$ cat config.mk
export PLATFORM = sky130hd
export DESIGN_NAME = adrv9001_rx_packetizer
export DESIGN_NICKNAME = d
export VERILOG_FILES = /design/src/rtl/adrv9001_rx_packetizer.sv
export SDC_FILE = /design/constraint.sdc
export NUM_CORES = 1
export LEC_CHECK = 0
export CORE_ASPECT_RATIO = 1.2
export CORE_UTILIZATION = 55
export CTS_CLUSTER_DIAMETER = 50
export DETAILED_ROUTE_END_ITERATION = 7
export GPL_TIMING_DRIVEN = 0
export PLACE_DENSITY = 0.74
export SYNTH_ARGS = -nofsm -noshare
export SYNTH_HDL_FRONTEND = slang
export SYNTH_SLANG_ARGS = --single-unit
$ cat constraint.sdc
create_clock -name clk -period 8.4 [get_ports clk]
set_input_delay 1.68 -clock clk [delete_from_list [all_inputs] [get_ports clk]]
set_output_delay 1.68 -clock clk [all_outputs]
set_load 0.01 [all_outputs]
$ cat src/rtl/adrv9001_rx_packetizer.sv
// rtl/adrv9001_rx_packetizer.sv - ADRV9001 RX IQ stream to AXI-Stream packetizer with drop counting
// Optional test ramp data source enabled by ADRV9001_RX_PKT_TEST_EN.
module adrv9001_rx_packetizer #(
    parameter int DATA_WIDTH    = 32,
    parameter int FIFO_DEPTH    = 16,
    parameter int PKT_LEN_WIDTH = 16
) (
    input  logic                     clk,
    input  logic                     rstn,
`ifdef ADRV9001_RX_PKT_TEST_EN
    input  logic                     test_mode,
`endif
    input  logic                     enable,
    input  logic [PKT_LEN_WIDTH-1:0] pkt_len,
    input  logic [DATA_WIDTH-1:0]    s_axis_tdata,
    input  logic                     s_axis_tvalid,
    output logic [DATA_WIDTH-1:0]    m_axis_tdata,
    output logic                     m_axis_tvalid,
    input  logic                     m_axis_tready,
    output logic                     m_axis_tlast,
    output logic                     overflow,
    input  logic                     overflow_clr,
    output logic [31:0]              overflow_cnt,
    output logic                     busy
);
    localparam int AW = $clog2(FIFO_DEPTH);

    typedef enum logic {S_IDLE, S_RUN} state_t;

    logic [DATA_WIDTH:0]    r_mem [FIFO_DEPTH];
    logic [AW:0]            r_wr_ptr, r_rd_ptr;
    state_t                 r_state;
    logic [PKT_LEN_WIDTH-1:0] r_len, r_cnt;
    logic                   r_overflow;
    logic [31:0]            r_ovf_cnt;

    logic [AW:0]            w_count;
    logic                   w_empty, w_full, w_rd, w_wr_req, w_wr, w_drop, w_last;
    logic [DATA_WIDTH-1:0]  w_wdata;
    logic [DATA_WIDTH:0]    w_head;

    assign w_count  = r_wr_ptr - r_rd_ptr;
    assign w_empty  = (r_wr_ptr == r_rd_ptr);
    assign w_full   = (w_count == (AW+1)'(FIFO_DEPTH));
    assign w_rd     = !w_empty && m_axis_tready;
    assign w_wr_req = (r_state == S_RUN) && s_axis_tvalid;
    // A full FIFO can still take a sample when the head leaves in the same cycle.
    assign w_wr     = w_wr_req && (!w_full || w_rd);
    assign w_drop   = w_wr_req && !w_wr;
    assign w_last   = (r_cnt == r_len - 1'b1);

`ifdef ADRV9001_RX_PKT_TEST_EN
    logic [15:0] r_ramp;

    assign w_wdata = test_mode ? DATA_WIDTH'({r_ramp, ~r_ramp}) : s_axis_tdata;

    always_ff @(posedge clk or negedge rstn) begin
        if (!rstn) begin
            r_ramp <= '0;
        end else if (r_state == S_IDLE) begin
            r_ramp <= '0;
        end else if (w_wr) begin
            r_ramp <= r_ramp + 16'd1;
        end
    end
`else
    assign w_wdata = s_axis_tdata;
`endif

    always_ff @(posedge clk) begin
        if (w_wr) begin
            r_mem[r_wr_ptr[AW-1:0]] <= {w_last, w_wdata};
        end
    end

    // Storage is not reset, so the head is masked while empty.
    assign w_head        = r_mem[r_rd_ptr[AW-1:0]];
    assign m_axis_tdata  = w_empty ? '0 : w_head[DATA_WIDTH-1:0];
    assign m_axis_tlast  = !w_empty && w_head[DATA_WIDTH];
    assign m_axis_tvalid = !w_empty;
    assign overflow      = r_overflow;
    assign overflow_cnt  = r_ovf_cnt;
    assign busy          = (r_state != S_IDLE) || !w_empty;

    always_ff @(posedge clk or negedge rstn) begin
        if (!rstn) begin
            r_wr_ptr   <= '0;
            r_rd_ptr   <= '0;
            r_state    <= S_IDLE;
            r_len      <= '0;
            r_cnt      <= '0;
            r_overflow <= 1'b0;
            r_ovf_cnt  <= '0;
        end else begin
            if (w_wr) r_wr_ptr <= r_wr_ptr + 1'b1;
            if (w_rd) r_rd_ptr <= r_rd_ptr + 1'b1;

            case (r_state)
                S_IDLE: begin
                    if (enable && (pkt_len != '0)) begin
                        r_state <= S_RUN;
                        r_len   <= pkt_len;
                        r_cnt   <= '0;
                    end
                end
                S_RUN: begin
                    // Dropped samples do not advance the count, so packets keep full length.
                    if (w_wr) begin
                        if (w_last) begin
                            r_cnt <= '0;
                            r_len <= pkt_len;
                            if (!enable) r_state <= S_IDLE;
                        end else begin
                            r_cnt <= r_cnt + 1'b1;
                        end
                    end
                end
                default: r_state <= S_IDLE;
            endcase

            if (w_drop) begin
                r_overflow <= 1'b1;
                if (overflow_clr)               r_ovf_cnt <= 32'd1;
                else if (r_ovf_cnt != '1)       r_ovf_cnt <= r_ovf_cnt + 32'd1;
            end else if (overflow_clr) begin
                r_overflow <= 1'b0;
                r_ovf_cnt  <= '0;
            end
        end
    end
endmodule

### After elaboration in Yosys (flattened, before gate mapping)

Memory sizes are Yosys's and may differ from the RTL's.
Cells that the tools add are included.

| operators by class | value |
|---|---|
| div/mod/pow operators | 0 |
| multiplexer cells | 22 |
| reduce and logical (&&, ||, !) cells | 17 |
| $add $sub $neg | 6 |
| multipliers | 0 |
| bitwise gates (word level) | 1 |
| shift operators | 0 |
| order comparisons | 0 |
| eq/ne operators | 7 |

Operator list:

| operator | number |
|---|---|
| 2-to-1 mux 32 bit | 5 |
| 2-to-1 mux 16 bit | 6 |
| case mux 16 bit (2 select lines) | 2 |
| adder 32 x 1 -> 32 bit, second input constant | 1 |
| inequality test 32 bit, second input constant | 1 |
| adder 16 x 1 -> 16 bit, second input constant | 1 |
| equality test 16 bit | 1 |
| nonzero test 16 bit | 1 |
| subtractor 16 x 1 -> 16 bit, second input constant | 1 |
| adder 5 x 1 -> 5 bit, second input constant | 2 |
| 2-to-1 mux 1 bit | 8 |
| logical AND 1 bit | 6 |
| equality test 5 bit | 1 |
| equality test 5 bit, second input constant | 1 |
| subtractor 5 bit | 1 |
| inequality test 2 x 1 -> 1 bit, second input constant | 2 |
| AND reduction 2 bit | 2 |
| nonzero test 2 bit | 2 |
| logical NOT 1 bit | 3 |
| AND reduction 3 bit | 1 |
| logical OR 1 bit | 2 |
| inequality test 2 bit, second input constant | 1 |
| case mux 1 bit (2 select lines) | 1 |
| NOT 1 bit | 1 |

| word-level totals | value |
|---|---|
| output and inout port bits | 68 |
| flip-flop bits (word level) | 76 |
| latch bits | 0 |
| memories kept | 1 |
| RAM bits | 528 |
| memory bits (read-only) | 0 |

Memory list:

| name | depth | width | read ports | clocked after Yosys merged registers in | wr ports | RTL line | source |
|---|---|---|---|---|---|---|---|
| r_mem | 16 | 33 | 1 | 0 | 1 | 30 | `logic [DATA_WIDTH:0] r_mem [FIFO_DEPTH];` |

### Depth between registers and ports, before layout

Gate-level depths: netlist (run 1).

| logic depth | value |
|---|---|
| depth in word-level cells | 9 |
| gate-level depth with buffers | 14 |
| mapped depth without buffers | 9 |

### Worst setup path after synthesis (run 1)

OpenSTA, ideal clock, no wires.

| timing path | value |
|---|---|
| kind | register -> register |
| from | register r_rd_ptr[1] |
| to | memory r_mem[0][0] (netlist name), enable pin |
| setup slack | 2,286 ps |
| clock period less this slack | 6,114 ps |
| cell stages (with the launch flop) | 12 |
| path buffers | 4 |
| arrival | 5,608 ps |
| cells stage by stage | dfrtp_1 > clkbuf_1 > clkbuf_1 > clkbuf_1 > inv_1 > ha_1 > nand4_1 > o21a_1 > o311a_1 > a21oi_1 > clkbuf_1 > nor4_1 |

| on the way | value |
|---|---|
| word-level cells in the longest chain between the ends | 7 |

Ends and longest elaborated chain:

| item | RTL line | source |
|---|---|---|
| start: declaration | 31 | `logic [AW:0] r_wr_ptr, r_rd_ptr;` |
| start signal: assignment | 96 | `if (w_rd) r_rd_ptr <= r_rd_ptr + 1'b1;` |
| subtractor 5 bit or equality test 5 bit (tied branches) | 42, 43 |  |
| equality test 5 bit or logical NOT 1 bit (tied branches) | 44, 45 |  |
| logical NOT 1 bit or logical AND 1 bit (tied branches) | 48, 45 |  |
| logical OR 1 bit * | 48 | `assign w_wr = w_wr_req && (!w_full \|\| w_rd);` |
| logical AND 1 bit * | 48 |  |
| 2-to-1 mux 1 bit * | 71 | `if (w_wr) begin` |
| 2-to-1 mux 1 bit (not written as such) * | 72 | `r_mem[r_wr_ptr[AW-1:0]] <= {w_last, w_wdata};` |
| end: declaration | 30 |  |

Every way passes the cells marked *; elsewhere a longest branch is shown, timed or not.

### Final worst setup path (run 1)

| timing path | value |
|---|---|
| from | register r_rd_ptr[1] |
| to | output port m_axis_tdata[3] |

| on the way | value |
|---|---|
| word-level cells in the longest chain between the ends | 2 |

Ends and longest elaborated chain:

| item | RTL line | source |
|---|---|---|
| memory read (16 x 33 bit) or equality test 5 bit (tied branches) | n/a |  |
| 2-to-1 mux 32 bit * | 78 | `assign m_axis_tdata = w_empty ? '0 : w_head[DATA_WIDTH-1:0];` |
| end: declaration | 17 | `output logic [DATA_WIDTH-1:0] m_axis_tdata,` |

Marks and branches as above.

==> insert_results.sql, run 1 <==
INSERT INTO impl_metrics (metric_group, metric, value, unit) VALUES
('synth', 'syn_area_per_cell', '19.71', 'um2'),
('route', 'wl', '54.38', 'mm'),
('cts', 'cts_tree', 'done', ''),
('floorplan', 'fp-row-count', '84', ''),
('cts', 'clock_tree.buffer_depth', '3', ''),
('floorplan', 'core_region_area', '0.04393', 'mm2'),
('setup_path', 'critical_path_peak_fanout', '10', ''),
('timing', 'grt_setup_unrepaired', 'no', ''),
('synth', 'synth-adder-area-share', '0.6123', '%'),
('global_routing', 'groute.layer.met2.usage', '42.67', '%'),
('timing', 'slew_violations', '0', ''),
('setup_path', 'cp_cell_sequence', 'clkbuf_1 -> clkbuf_1 -> clkbuf_1 -> inv_1 -> ha_1 -> nand4_1 -> or2_2 -> clkbuf_1 -> clkbuf_1 -> and2_1 -> clkdlybuf4s50_1', ''),
('global_routing', 'grt_max_degree', '68', ''),
('run', 'max_cap_violations', '0', ''),
('synth', 'synth.yosys.seq_area_share', '72.42', '%'),
('synth', 'postSynthRegisterBits', '604', ''),
('worst_hold_path', 'hold_class', 'reg2reg', ''),
('pwr', 'seqPwrFrac', '40.0', '%'),
('global_routing', 'grt_pass1_vias', '13338', ''),
('place', 'buffer_ports.inserted', '120', ''),
('timing', 'post-route-period-util', '84.55', '%'),
('timing', 'max_frequency', '140.8', 'MHz'),
('route', 'drc_errors', '0', ''),
('setup_path', 'timing.critical_path.slowest_stage_cell', 'clkbuf_1', ''),
('route', 'wl_per_cell', '26.20', 'um'),
('cells_and_area', 'final_nets', '1536', ''),
('place', 'detailed_placement_wirelength_estimate', '34.94', 'mm'),
('synth', 'yosysWarnings', '0', ''),
('global_routing', 'grtUsageMet3', '4.635', '%'),
('route', 'firstDrtPassIters', '5', ''),
('synth', 'synth_compound_gate_area_share', '1.373', '%'),
('pwr', 'power.share.combinational', '34.8', '%'),
('synth', 'synth_cell_types', '56', ''),
('cells_and_area', 'area.growth.synth_to_final', '17.71', '%'),
('cts', 'post-cts-setup-buffer-count', '0', ''),
('setup_path', 'worst_ep_arrival_time', '5420', 'ps'),
('global_routing', 'gr-total-overflow', '0', ''),
('timing', 'min_period', '7102', 'ps'),
('route', 'drt_first_iter_violations', '1290', ''),
('floorplan', 'dieHeight', '233.3', 'um'),
('place', 'dpl_worst_slack', '2022', 'ps'),
('floorplan', 'fp.dieArea', '0.04544', 'mm2'),
('synth', 'synth_area_leader_cell', 'edfxtp_1', ''),
('floorplan', 'fp.dieW', '194.8', 'um'),
('setup_path', 'critical_path.most_common_cell', 'clkbuf_1', ''),
('synth', 'postSynth.topFlopCell', 'edfxtp_1', ''),
('route', 'via_count', '12791', ''),
('cells_and_area', 'drive_gt1_share', '22.69', '%'),
('cts', 'cts.sinks', '604', ''),
('synth', 'syn-num-nets', '1310', ''),
('cts', 'clockRootBuffer', 'clkbuf_16', ''),
('synth', 'post_synth_mux_area_share', '16.38', '%'),
('synth', 'synthesis.area', '0.02452', 'mm2'),
('pwr', 'p_int', '6751', 'uW'),
('status', 'run_status', 'complete, no violations', ''),
('cts', 'cts_inserted_buffers', '55', ''),
('setup_path', 'combined_buffer_and_inverter_count_along_the_critical_path', '7', ''),
('synth', 'synth_xor_xnor_area_share', '2.357', '%'),
('synth', 'postSynth.asyncResetShare', '12.58', '%'),
('synth', 'synth_enable_flop_cells', '528', ''),
('cts', 'clkSlewWorstSetupHoldPaths', '70', 'ps'),
('timing', 'final.setup_skew', '16.04', 'ps'),
('timing', 'report.final.setup_viol', '0', ''),
('setup_path', 'timing.critical_path.max_delay_family', 'buffers and inverters', ''),
('pwr', 'power.density_cell_area', '335.0', 'mW/mm2'),
('cts', 'cts.htree.levels', '2', ''),
('global_routing', 'grt-busiest-layer', 'met2', ''),
('synth', 'synthTopCellsByCount', '528 x edfxtp_1, 165 x mux4_2, 76 x dfrtp_1, 54 x nor2_1, 44 x and2_1', ''),
('cts', 'cts.repair.resized', '0', ''),
('setup_path', 'nature_of_the_critical_path_endpoint', 'output pin', ''),
('cts', 'holdBufCountCts', '0', '');
[per-layer routing]
metal / wire length [um] / up-vias
met5: 7 / -
met1: 21310 / 6685
met2: 27940 / 497
li1: - / 5498
met4: 1597 / 2
met3: 3528 / 109
[final timing paths]
path	startpoint	to	slack [ps]	cells after the start
setup / recovery	r_rd_ptr[1]	m_axis_tdata[3]	1300	11
hold / removal	r_rd_ptr[4]	r_rd_ptr[4]	490	1
setup reg to reg	r_rd_ptr[1]	r_mem[6][14]	2490	15
hold reg to reg	r_rd_ptr[4]	r_rd_ptr[4]	490	1
max in group asynchronous	rstn	r_len[2]	6930	2
min in group asynchronous	rstn	overflow_cnt[30]	890	1
[cell type report]
| cell class | instances | area (um2) |
|---|---|---|
| Inverter | 20 | 75.07 |
| Tap cell | 559 | 699.4 |
| Multi-Input combinational cell | 564 | 6534 |
| Clock buffer | 74 | 1508 |
| Clock inverter | 29 | 245.2 |
| Sequential cell | 604 | 17760 |
| Timing Repair Buffer | 169 | 1803 |
| Buffer | 56 | 240.2 |
| Antenna cell | 1 | 2.502 |
| Fill cell | 2904 | 15070 |
[per-stage QoR]
step           power, uW  hold WS, ps  area (um2)  util (%)  setup TNS (ps)
2_1_floorplan       5926        460.4       24520         -               0
3_3_place_gp        7130        475.7       26420     60.14         -469740
3_5_place_dp        7314        481.3       27100     61.69               0
4_1_cts             9753        499.2       28860     65.68               0
5_1_grt            10060        511.0       28860     65.70               0
6_report            9670        494.1       28860     65.70               0
[flip-flops by register name (all words and copies together) (netlist names)]
name / cells
r_wr_ptr: 5
r_len: 16
overflow: 1
overflow_cnt: 32
r_state: 1
r_cnt: 16
r_mem: 528
r_rd_ptr: 5
[worst register-to-register path: stages (launching register included)]
cell      delay [ps]
dfrtp_1          360
clkbuf_1         470
clkbuf_1         590
clkbuf_1         690
inv_1            140
ha_1             350
nand4_1          140
o21a_1           260
o311a_1          220
a21o_1           240
clkbuf_1         410
nand2_1          280
nor3_2           840
buf_6            280
buf_8            170
buf_6            160
[cells in the final DEF, fill, tap and decap left out, types with 6 or more instances in the layout]
master | synthesis | routed
nor4_1 | 13 | 9
clkdlybuf4s50_1 | 0 | 119
and2_1 | 44 | 40
buf_4 | 0 | 23
and3_1 | 12 | 12
inv_1 | 19 | 19
nand2_1 | 27 | 27
edfxtp_1 | 528 | 528
clkbuf_1 | 39 | 52
xor2_1 | 33 | 33
clkinv_1 | 0 | 11
clkbuf_16 | 0 | 55
buf_6 | 1 | 14
nand3_1 | 19 | 19
nor3_1 | 25 | 20
mux2_4 | 15 | 15
nor3b_1 | 6 | 6
clkinv_2 | 0 | 10
mux4_2 | 165 | 165
buf_1 | 13 | 13
dfrtp_1 | 76 | 76
clkbuf_8 | 1 | 7
ha_1 | 12 | 12
xnor2_1 | 33 | 33
a21oi_1 | 13 | 13
nor2_1 | 54 | 50
o21ai_0 | 9 | 9
buf_8 | 1 | 6
nand4_1 | 21 | 21
[power groups by stage]
stage          registers, uW  logic [uW]  clock network, uW
2_1_floorplan           3900        2030                  0
3_3_place_gp            3960        3170                  0
3_5_place_dp            3930        3390                  0
4_1_cts                 3870        3410               2470
5_1_grt                 3900        3580               2570
6_report                3870        3360               2440
[kinds of logic after synthesis]
logic type | after synthesis
DFF | 604
and+or+nand+nor | 251
muxes | 187
buffers and inverters | 76
xor gates and xnor gates | 66
AOI/OAI and AO/OA | 48
adders and majority gates | 12
Power figures use the tool's default switching activity.
==> run 2: changes to the inputs <==
==> constraint.sdc (replaced) <==
create_clock -name clk -period 7.4 [get_ports clk]
set_input_delay 1.48 -clock clk [delete_from_list [all_inputs] [get_ports clk]]
set_output_delay 1.48 -clock clk [all_outputs]
set_load 0.01 [all_outputs]
==> results of run 2 <==
The final DEF is identical to that of run 1. Status: complete, no violations.
Main changes from that run: setup slack after placement 2022 ps -> 1222 ps; setup slack after layout 1298 ps -> 497.6 ps; register-to-register setup slack 2490 ps -> 1490 ps; total power 9670 uW -> 10980 uW; worst IR drop on VDD 0.0001871 V -> 0.0002124 V
==> run 3: changes to the inputs <==
--- a/config.mk
+++ b/config.mk
@@ -6,11 +6,12 @@
 export NUM_CORES = 1
 export LEC_CHECK = 0
 export CORE_ASPECT_RATIO = 1.2
-export CORE_UTILIZATION = 55
+export CORE_UTILIZATION = 60
 export CTS_CLUSTER_DIAMETER = 50
 export DETAILED_ROUTE_END_ITERATION = 7
 export GPL_TIMING_DRIVEN = 0
-export PLACE_DENSITY = 0.74
+export PLACE_DENSITY = 0.8
+export SETUP_SLACK_MARGIN = 0.05
 export SYNTH_ARGS = -nofsm -noshare
 export SYNTH_HDL_FRONTEND = slang
 export SYNTH_SLANG_ARGS = --single-unit
==> insert_results.sql, run 3 (synthesized netlist as in run 1, its figures left out) <==
INSERT INTO impl_metrics (metric_group, metric, value, unit) VALUES
('status', 'run_status', 'complete, no violations', ''),
('global_routing', 'grt_pass1_vias', '14026', ''),
('pwr', 'cellLeakagePower', '0.009572', 'uW'),
('run', 'max_cap_violations', '0', ''),
('place', 'buffer_ports.inserted', '120', ''),
('route', 'wl', '60.07', 'mm'),
('route', 'ant_nets', '0', ''),
('route', 'vias_per_cell', '6.536', ''),
('setup_path', 'nature_of_the_critical_path_endpoint', 'output pin', ''),
('global_routing', 'grt_max_degree', '73', ''),
('pwr', 'switchingPower', '3472', 'uW'),
('cells_and_area', 'number_of_filler_instances_in_the_final_layout', '2339', ''),
('floorplan', 'dieHeight', '223.5', 'um'),
('cts', 'clkSlewWorstSetupHoldPaths', '60', 'ps'),
('cts', 'cts.repair.resized', '0', ''),
('global_routing', 'grt_pass1_wl', '88.67', 'mm'),
('cts', 'cts_tree', 'done', ''),
('route', 'via_count', '13392', ''),
('cts', 'cts.htree.levels', '2', ''),
('floorplan', 'fp.dieArea', '0.04168', 'mm2'),
('pwr', 'seqPwrFrac', '39.4', '%'),
('cells_and_area', 'fin_area', '0.02885', 'mm2'),
('timing', 'report.final.setup_viol', '0', ''),
('cells_and_area', 'finalCoreUtilization', '72.06', '%'),
('floorplan', 'fp.dieW', '186.5', 'um'),
('cts', 'insertion_delay', '600', 'ps'),
('timing', 'layout_setup_ws', '483.8', 'ps'),
('timing', 'grt_setup_unrepaired', 'no', ''),
('pwr', 'p_int', '7764', 'uW'),
('cells_and_area', 'drive_gt1_share', '22.66', '%'),
('timing', 'worst_pin_slew', '1187', 'ps'),
('setup_path', 'worst_ep_arrival_time', '5440', 'ps'),
('route', 'firstDrtPassIters', '5', ''),
('setup_path', 'critical_path.startpoint_type', 'flip-flop', ''),
('global_routing', 'gr-total-overflow', '0', ''),
('pwr', 'ir_drop', '0.0002223', 'V'),
('cts', 'post-cts-setup-buffer-count', '0', ''),
('pwr', 'sw_frac_of_total', '30.90', '%'),
('route', 'drc_errors', '0', ''),
('place', 'placed_cell_count', '1944', ''),
('route', 'drt_first_iter_violations', '1382', ''),
('worst_hold_path', 'hold_class', 'reg2reg', ''),
('pwr', 'pwr-share-clk', '25.9', '%'),
('pwr', 'power.density_cell_area', '389.4', 'mW/mm2'),
('place', 'globalplace.congestion', '0.8458', ''),
('floorplan', 'core_region_area', '0.04004', 'mm2'),
('cts', 'clock_tree.buffer_depth', '3', ''),
('cells_and_area', 'post_layout_nonfiller_instances', '2049', ''),
('cells_and_area', 'area.growth.synth_to_final', '17.66', '%'),
('cells_and_area', 'most_used_cells_in_the_layout_excluding_fill_and_tap_cells', '528 x edfxtp_1, 165 x mux4_2, 119 x clkdlybuf4s50_1', ''),
('timing', 'relSlewSlack', '20.89', '%'),
('timing', 'min_period', '6916', 'ps'),
('place', 'dpl_worst_slack', '1161', 'ps'),
('timing', 'post-route-period-util', '93.46', '%'),
('timing', 'final.setup_skew', '31.38', 'ps'),
('cells_and_area', 'largest_register_ff_count', '528', ''),
('floorplan', 'initial_core_utilization', '61.24', '%'),
('global_routing', 'grt_antenna_before_repair', '2', ''),
('place', 'detailed_placement_wirelength_estimate', '35.29', 'mm'),
('cts', 'cts_inserted_buffers', '56', ''),
('route', 'wl_per_cell', '29.31', 'um'),
('global_routing', 'groute.usage.overall', '29.44', '%'),
('cts', 'cts.sinks', '604', ''),
('timing', 'max_frequency', '144.6', 'MHz'),
('timing', 'slew_violations', '0', ''),
('setup_path', 'critical_path_peak_fanout', '10', ''),
('floorplan', 'floorplan.io_pins', '122', ''),
('cts', 'holdBufCountCts', '0', ''),
('cells_and_area', 'final_nets', '1535', ''),
('setup_path', 'cp_data_required_time', '5920', 'ps'),
('pwr', 'power.share.combinational', '34.7', '%'),
('setup_path', 'path_class', 'reg2out', ''),
('floorplan', 'fp-row-count', '80', ''),
('cells_and_area', 'layout_commonest_cell', 'edfxtp_1', ''),
('cts', 'clockRootBuffer', 'clkbuf_16', ''),
('place', 'postPlaceCellArea', '0.02700', 'mm2'),
('timing', 'finalHoldViolations', '0', '');
## run 3: cell count changes in the layout (fill, tap and decap cells not counted), moves of 3 or more
cell | before | now
bufinv_16 | 3 | 6
clkbuf_16 | 55 | 58
buf_12 | 4 | 7
buf_8 | 6 | 1
clkinv_2 | 10 | 7
buf_16 | 5 | 2
clkbuf_8 | 7 | 1
## run 3: per-stage QoR
| step | total power, uW | TNS, ps | hold WS, ps |
|---|---|---|---|
| after floorplan | 6727 | 0 | 460.4 |
| after global placement | 8052 | -712160 | 479.9 |
| after detailed placement | 8273 | 0 | 486.0 |
| after CTS | 11270 | 0 | 496.8 |
| after global routing | 11580 | 0 | 515.4 |
| final | 11240 | 0 | 488.0 |
## run 3: area by class of cell
class / instances / area [um2] / area share, %
tap: 533 / 666.9 / 2.311
clock buffer: 69 / 1493 / 5.174
inverter: 20 / 75.07 / 0.2602
timing repair buffer: 167 / 1732 / 6.002
antenna: 2 / 5.005 / 0.01735
sequential: 604 / 17760 / 61.55
buffer: 56 / 240.2 / 0.8326
multi-input combinational: 564 / 6534 / 22.65
clock inverter: 34 / 349.1 / 1.210
## run 3: path summary, 6_finish.rpt
path | endpoint | slack, ps | startpoint | cells after the start
min in group asynchronous | overflow_cnt[18] | 710 | rstn | 1
worst max register to register | r_mem[8][27] | 1720 | r_rd_ptr[1] | 13
worst max-delay path | m_axis_tdata[5] | 480 | r_rd_ptr[1] | 11
worst min register to register | r_wr_ptr[4] | 490 | r_wr_ptr[4] | 1
worst min-delay path | r_wr_ptr[4] | 490 | r_wr_ptr[4] | 1
max in group asynchronous | r_rd_ptr[3] | 6130 | rstn | 2
## run 3: worst max-delay path: stages, from the launching register on
cell	delay, ps
dfrtp_1	360
clkbuf_1	510
clkbuf_1	640
clkbuf_1	620
inv_1	150
ha_1	350
nand4_1	140
or2_2	120
clkbuf_1	560
clkbuf_1	550
and2_1	270
clkdlybuf4s50_1	570
## run 3: per-layer routing
metal  part of all wire (%)  wire [um]  global-route usage [%]  vias up
met5                      0          0                       0        -
met4                    3.8       2281                   11.42        0
met3                    8.2       4952                   5.144      155
met2                     52      31460                   52.00      822
met1                     36      21370                   36.42     6917
li1                       -          -                       -     5498
## run 3: power by group through the flow
stage	clock network, uW	logic (uW)	registers, uW
finish	2910	3900	4420
global route	3050	4080	4450
CTS	2930	3920	4420
detailed placement	0	3810	4460
global placement	0	3560	4490
floorplan	0	2300	4430
